==> src/rtl/step_move_controller.sv <==
// Stepper move sequencer: accepts direction/step-count commands, drives the stepper
// interface enable/direction, counts steps on a matched divider and tracks position.
module step_move_controller #(
  parameter int unsigned STEP_DIV   = 50000,
  parameter int unsigned SETTLE_CYC = 1000,
  parameter int unsigned CNT_W      = 16,
  parameter int unsigned POS_W      = 16
) (
  input  logic             clk,
  input  logic             rst,
  input  logic             cmd_valid,
  output logic             cmd_ready,
  input  logic             cmd_dir,
  input  logic [CNT_W-1:0] cmd_steps,
  input  logic             abort,
  input  logic             limit_fwd,
  input  logic             limit_rev,
  output logic             motor_en,
  output logic             motor_dir,
  output logic             step_tick,
  output logic             busy,
  output logic             done,
  output logic [1:0]       status,
  output logic [POS_W-1:0] position,
  output logic [CNT_W-1:0] steps_left
);

  localparam int unsigned DIV_W = $clog2(STEP_DIV);
  localparam int unsigned SET_W = (SETTLE_CYC > 1) ? $clog2(SETTLE_CYC) : 1;
  localparam logic [DIV_W-1:0] DIV_LAST = DIV_W'(STEP_DIV - 1);
  localparam logic [DIV_W-1:0] DIV_PRE  = DIV_W'(STEP_DIV - 2);
  localparam logic [SET_W-1:0] SET_LAST = SET_W'(SETTLE_CYC - 1);

  typedef enum logic [1:0] {StIdle, StSettle, StRun, StDone} state_e;
  typedef enum logic [1:0] {StatOk = 2'b00, StatLimit = 2'b01, StatAbort = 2'b10} status_e;

  state_e           state_q, state_d;
  status_e          status_q, status_d;
  logic [DIV_W-1:0] div_q, div_d;
  logic [SET_W-1:0] set_q, set_d;
  logic             motor_dir_q, motor_dir_d;
  logic             step_tick_q, step_tick_d;
  logic [POS_W-1:0] position_q, position_d;
  logic [CNT_W-1:0] steps_left_q, steps_left_d;
  logic             limit_hit;

  always_ff @(posedge clk) begin
    if (!rst) begin
      state_q      <= StIdle;
      status_q     <= StatOk;
      div_q        <= '0;
      set_q        <= '0;
      motor_dir_q  <= 1'b0;
      step_tick_q  <= 1'b0;
      position_q   <= '0;
      steps_left_q <= '0;
    end else begin
      state_q      <= state_d;
      status_q     <= status_d;
      div_q        <= div_d;
      set_q        <= set_d;
      motor_dir_q  <= motor_dir_d;
      step_tick_q  <= step_tick_d;
      position_q   <= position_d;
      steps_left_q <= steps_left_d;
    end
  end

  // Only the end-stop in the direction of travel can stop a move.
  assign limit_hit = motor_dir_q ? limit_fwd : limit_rev;

  always_comb begin
    state_d      = state_q;
    status_d     = status_q;
    div_d        = '0;
    set_d        = '0;
    motor_dir_d  = motor_dir_q;
    step_tick_d  = 1'b0;
    position_d   = position_q;
    steps_left_d = steps_left_q;

    unique case (state_q)
      StIdle: begin
        if (cmd_valid) begin
          steps_left_d = cmd_steps;
          status_d     = StatOk;
          if (cmd_steps == '0) begin
            state_d = StDone;
          end else if (cmd_dir ? limit_fwd : limit_rev) begin
            status_d = StatLimit;
            state_d  = StDone;
          end else if (cmd_dir != motor_dir_q) begin
            motor_dir_d = cmd_dir;
            state_d     = StSettle;
          end else begin
            state_d = StRun;
          end
        end
      end

      StSettle: begin
        if (abort) begin
          status_d = StatAbort;
          state_d  = StDone;
        end else if (set_q == SET_LAST) begin
          state_d = StRun;
        end else begin
          set_d = set_q + 1'b1;
        end
      end

      StRun: begin
        div_d = (div_q == DIV_LAST) ? '0 : div_q + 1'b1;
        if (limit_hit) begin
          status_d = StatLimit;
          state_d  = StDone;
        end else begin
          // Step is registered one cycle early so step_tick lines up with divider terminal count.
          if (div_q == DIV_PRE) begin
            step_tick_d  = 1'b1;
            steps_left_d = steps_left_q - 1'b1;
            position_d   = motor_dir_q ? position_q + 1'b1 : position_q - 1'b1;
            if (steps_left_q == CNT_W'(1)) state_d = StDone;
          end
          if (abort) begin
            status_d = StatAbort;
            state_d  = StDone;
          end
        end
      end

      StDone: state_d = StIdle;

      default: state_d = StIdle;
    endcase
  end

  assign cmd_ready  = (state_q == StIdle);
  assign motor_en   = (state_q == StRun);
  assign busy       = (state_q == StSettle) || (state_q == StRun);
  assign done       = (state_q == StDone);
  assign motor_dir  = motor_dir_q;
  assign step_tick  = step_tick_q;
  assign status     = status_q;
  assign position   = position_q;
  assign steps_left = steps_left_q;

endmodule

==> config.mk <==
export PLATFORM = sky130hd
export DESIGN_NAME = step_move_controller
export DESIGN_NICKNAME = d
export VERILOG_FILES = /design/src/rtl/step_move_controller.sv
export SDC_FILE = /design/constraint.sdc
export NUM_CORES = 1
export LEC_CHECK = 0
export ABC_CLOCK_PERIOD_IN_PS = 2300
export BUFFER_PORTS_ARGS = -buffer_cell sky130_fd_sc_hd__buf_2
export CORE_UTILIZATION = 53
export CTS_BUF_LIST = sky130_fd_sc_hd__clkbuf_4 sky130_fd_sc_hd__clkbuf_8
export DETAILED_ROUTE_END_ITERATION = 6
export GPL_ROUTABILITY_DRIVEN = 0
export PLACE_DENSITY = 0.85
export SLEW_MARGIN = 5
export SYNTH_ARGS = -nofsm -noshare
export SYNTH_HDL_FRONTEND = slang
export SYNTH_SLANG_ARGS = --single-unit
==> constraint.sdc <==
create_clock -name clk -period 2.3 [get_ports clk]
set_input_delay 0 -clock clk [delete_from_list [all_inputs] [get_ports clk]]
set_output_delay 0 -clock clk [all_outputs]
set_load 0.02 [all_outputs]
After elaboration in Yosys (flattened, before gate mapping)
Cells that the tools add are included.

Add/subtract/negate cells: 5. Equal/unequal tests: 14. Multiplexer cells: 25. Bitwise logic cells: 6. Reductions and logical operators: 13.

Operators with widths (number): $mux W16 (4); $add A16 B1 Y16 const B (2); $eq A16 B16 Y1 const B (2); $pmux W16 S2 (1); $sub A16 B1 Y16 const B (2); $mux W2 (13); $eq A16 B1 Y1 const B (1); $logic_not A16 Y1 (1); $add A10 B1 Y10 const B (1); $eq A10 B10 Y1 const B (1); $ne A4 B2 Y1 const B (2); $pmux W2 S4 (1); $reduce_and A4 Y1 (2); $not A1 Y1 (6); $pmux W2 S3 (1); $reduce_or A3 Y1 (2); $mux W1 (5); $reduce_and A5 Y1 (1); $eq A2 B2 Y1 const B (2); $ne A2 B2 Y1 const B (2); $reduce_or A4 Y1 (1); $ne A3 B3 Y1 const B (1); $reduce_and A3 Y1 (1); $reduce_bool A3 Y1 (1); other kinds (7) (7).

Register bits after elaboration: 64. Word-level logic and storage cells: 71.

Depth between registers and ports, before layout
Word-level depth: 6. Mapped depth: 10.

Worst setup path after synthesis
OpenSTA, ideal clock, no wires.

Kind: reg2reg. Start: register motor_dir_q (netlist: motor_dir). End: register position_q[15] (netlist: position[15]). Setup time: 0.062 ns. Arrival time: 2.603 ns. Path slack: -0.365 ns. Cell stages (with the launch flop): 10. Path buffers: 1. Clock period less this slack: 2.665 ns. Cells stage by stage: dfxtp_1 -> buf_6 -> inv_1 -> ha_1 -> a2111oi_2 -> o21ai_1 -> a21oi_2 -> nor3_1 -> or4b_1 -> nand3_1.

Word-level cells in the longest chain between the ends: 3. Elaborated cells between the ends (all ways): 4. Those cells by class: mux (2); bitwise (1); reduce/logical (1).

RTL lines: start: declaration (RTL line 41) `logic motor_dir_q, motor_dir_d;`; start signal: assignment (RTL line 62) `motor_dir_q <= motor_dir_d;`; $mux W1 (RTL line 70) `assign limit_hit = motor_dir_q ? limit_fwd : limit_rev;`; $not A1 Y1 (no source line); $reduce_and A3 Y1 (no source line); end signal: assignment (RTL line 64) `position_q <= position_d;`; end: declaration (RTL line 43) `logic [POS_W-1:0] position_q, position_d;`.

Parallel ways exist; a longest one is shown, timed or not. A chain may end at the register's enable or synchronous reset.

Final worst setup path
Start: register motor_dir_q (netlist: motor_dir). End: register position_q[12] (netlist: position[12]).

The elaborated chain is that of the path after synthesis.

==> results.py <==
metrics = {
    "status": {
        "outcome": "complete, no violations",
    },
    "global_route": {
        "grt_max_degree": 37,
        "overflow": 0,
        "antenna_found_initial": 0,
        "grt_pass1_wl_um": 15500,
        "grt_pass1_vias": 3518,
        "grt_usage_pct": 25.2,
    },
    "cts": {
        "htreeDepth": 3,
        "clk_pin_slew_worst_paths_ps": 80,
        "clock_sinks": 64,
        "cts_tree": "done",
        "clock_path_buffers": 2,
        "clkLatencyLatePin_ps": 360,
        "root_buffer": "clkbuf_8",
        "cts_buffers": 9,
    },
    "pwr": {
        "p_leak_nw": 2.11,
        "power.density_mw_per_mm2": 994,
        "p_total_w": 0.00484,
        "peakVddDrop_v": 0.000934,
    },
    "worst_setup_path": {
        "critPathRequiredTime_ps": 2600,
        "crit_slowest_cell": "dfxtp_4",
        "slowest_delay_ps": 360,
        "arrival_ps": 2530,
        "cp-start-kind": "register",
        "path_cells": "clkinvlp_4, buf_12, ha_4, nor2b_4, o31a_1, o221a_4, a211o_1, a211o_1, nand4_1",
        "crit_type": "register to register",
        "crit_path_end_kind": "register",
        "path_max_fanout": 16,
        "cpMostUsedCell": "a211o_1",
    },
    "sta": {
        "setup_ws_ps": 71.3,
        "fin_skew_ps": 6.20,
        "rsz0062_at_grt": "true",
        "finalCritPeriodShare_pct": 96.9,
        "worst_pin_slew_ps": 562,
        "setup_viol": 0,
        "post-route-min-period_ps": 2230,
        "hold_violations": 0,
        "max_slew_margin_pct": 62.3,
        "fin_tns_setup_ps": 0,
        "fmax_mhz": 449,
        "drv_slew": 0,
    },
    "routing": {
        "drt_iter0_drc": 148,
        "wl_um": 9650,
        "wl_per_cell_um": 14.3,
        "dr_total_vias": 3912,
        "drc_errors": 0,
        "ant_nets": 0,
        "viasPerCell": 5.80,
        "first_pass_iters": 4,
    },
    "synthesis": {
        "synth_area_leaders": "dfxtp_1 (32%), ha_1 (7.5%), nand2_1 (5.4%)",
        "synth_edf_count": 0,
        "avgSynthCellArea_um2": 8.10,
        "synth.ff_latch_count": 64,
        "async_reset_ff_share_pct": 0,
        "synthFlopType": "dfxtp_1",
        "yosysSeqAreaShare_pct": 32.2,
        "synth.cell_area_mm2": 0.00398,
        "synth_top_area_share_pct": 32.2,
        "synth_top_cell_by_area": "dfxtp_1",
        "syn_nets": 540,
        "yosys_warnings": 0,
        "synthDistinctLibCells": 63,
        "syn_inst": 492,
    },
    "layout": {
        "nets": 619,
        "syn_to_final_growth_pct": 22.1,
        "final_cell_mix": "dfxtp_1 (63), buf_2 (62), nand2_1 (57), nor2_1 (44), nand3_1 (27)",
        "drive_gt1_share_pct": 22.6,
        "n_antenna_cell": 0,
        "layout_commonest_cell": "dfxtp_1",
    },
    "placed_design": {
        "placement.io_buffers": 62,
        "place_ws_ps": 60.3,
        "hpwl_um": 6910,
    },
    "floorplanning": {
        "dieHeight_um": 88.7,
        "coreArea_mm2": 0.00725,
        "std_cell_rows": 31,
        "chipWidth_um": 88.7,
        "io_pins": 63,
        "initial_utilization_pct": 54.9,
        "die_area_mm2": 0.00787,
    },
    "min_path": {
        "hold_path_class": "input port to register",
    },
    "run": {
        "cap_violations": 0,
    },
}
-- cells in the mapped netlist (2+ instances only) --
library cell / n
dfxtp_1: 64
a31o_2: 3
buf_6: 4
o2bb2ai_1: 3
o21ai_0: 27
nor2b_1: 12
nor3b_1: 2
a31oi_1: 4
a21oi_1: 28
inv_1: 15
nor3_1: 13
mux2_2: 3
xor2_1: 16
clkbuf_1: 13
o21bai_1: 2
and2_1: 3
a211oi_1: 6
nand3_1: 27
o31ai_1: 5
nand2b_1: 4
xnor2_1: 13
o21ai_1: 2
buf_2: 2
nor2_1: 45
nand4b_1: 3
nand4_1: 7
o31a_1: 2
ha_1: 24
a41oi_1: 2
mux2i_1: 5
nor4_1: 7
a21o_1: 4
nand2_1: 57
a21boi_0: 6
o211ai_1: 5
a211o_1: 6
or3_1: 8
o21a_1: 2
and3_1: 14
-- per-layer routing --
metal  vias up  part of all wire, %  wire length (µm)  track usage (%)
met5         -                    0                 0                0
met3         9                  4.8               465             4.48
met1      1838                   45              4350             31.1
li1       1943                    -                 -                -
met2       122                   49              4710             42.7
met4         0                  1.3               124             11.3
-- worst paths after layout --
check / from / endpoint / slack (ps) / depth (start not counted)
max: motor_dir$_SDFFE_PN0P_ / position[12]$_SDFFE_PN0P_ / 70 / 9
max reg2reg: motor_dir$_SDFFE_PN0P_ / position[12]$_SDFFE_PN0P_ / 70 / 9
min reg2reg: status[0]$_SDFFE_PN0P_ / status[0]$_SDFFE_PN0P_ / 470 / 2
min: cmd_steps[5] / steps_left[5]$_SDFFE_PN0P_ / 10 / 5
-- stage by stage --
step / utilization [%] / instances / hold WS (ps) / instance area [µm²]
3_3_place_gp: 63.3 / 656 / 348 / 4590
2_1_floorplan: - / 492 / 165 / 4070
3_5_place_dp: 63.3 / 656 / 357 / 4590
6_report: 67.1 / 675 / 14.4 / 4870
4_1_cts: 66.6 / 674 / 2.14 / 4830
5_1_grt: 67.1 / 675 / 37.8 / 4870
-- kinds of logic after synthesis --
group / after synthesis / share of synthesized area [%]
buffers and inverters: 35 / 4.11
flip-flops: 64 / 32.2
multiplexers: 8 / 2.10
AO/OA/AOI/OAI: 121 / 20.5
XOR/XNOR: 29 / 6.38
AND/OR/NAND/NOR: 210 / 26.7
adder cells (fa/ha/maj): 25 / 8.04
-- final cells by class --
cell class	count	area (µm²)
clock inverter	4	51.3
timing repair buffer	88	536
clock buffer	12	165
fill	605	2390
multi-input combinational	393	2650
inverter	15	60.1
tap	99	124
sequential	64	1280
-- flip-flops by register name (all words and copies together), names as in the netlist --
name,cells
state_q,2
div_q,16
steps_left,16
position,16
step_tick,1
motor_dir,1
status,2
set_q,10
-- worst max-delay path: cells and delay by family (launching register included) --
family          cells  cell delay, ps
compound gates      4            1140
flops               1             360
buf+inv             2             250
fa+ha+maj           1             230
simple gates        2             190
-- power breakdown --
part,internal (W),total [W],switching (W)
clock network,0.000589,0.00106,0.000474
registers,0.00127,0.00148,0.000209
logic,0.000877,0.00229,0.00142
-- what timing repair did --
action / in CTS / in global routing
endpoints found under the setup margin: 0 / 8
buffers inserted: 0 / 1
endpoints found under the hold margin: 2 / 0
resized for setup: 0 / 7
hold buffers: 2 / 0
Note: power is estimated with default switching activity, not from simulation.
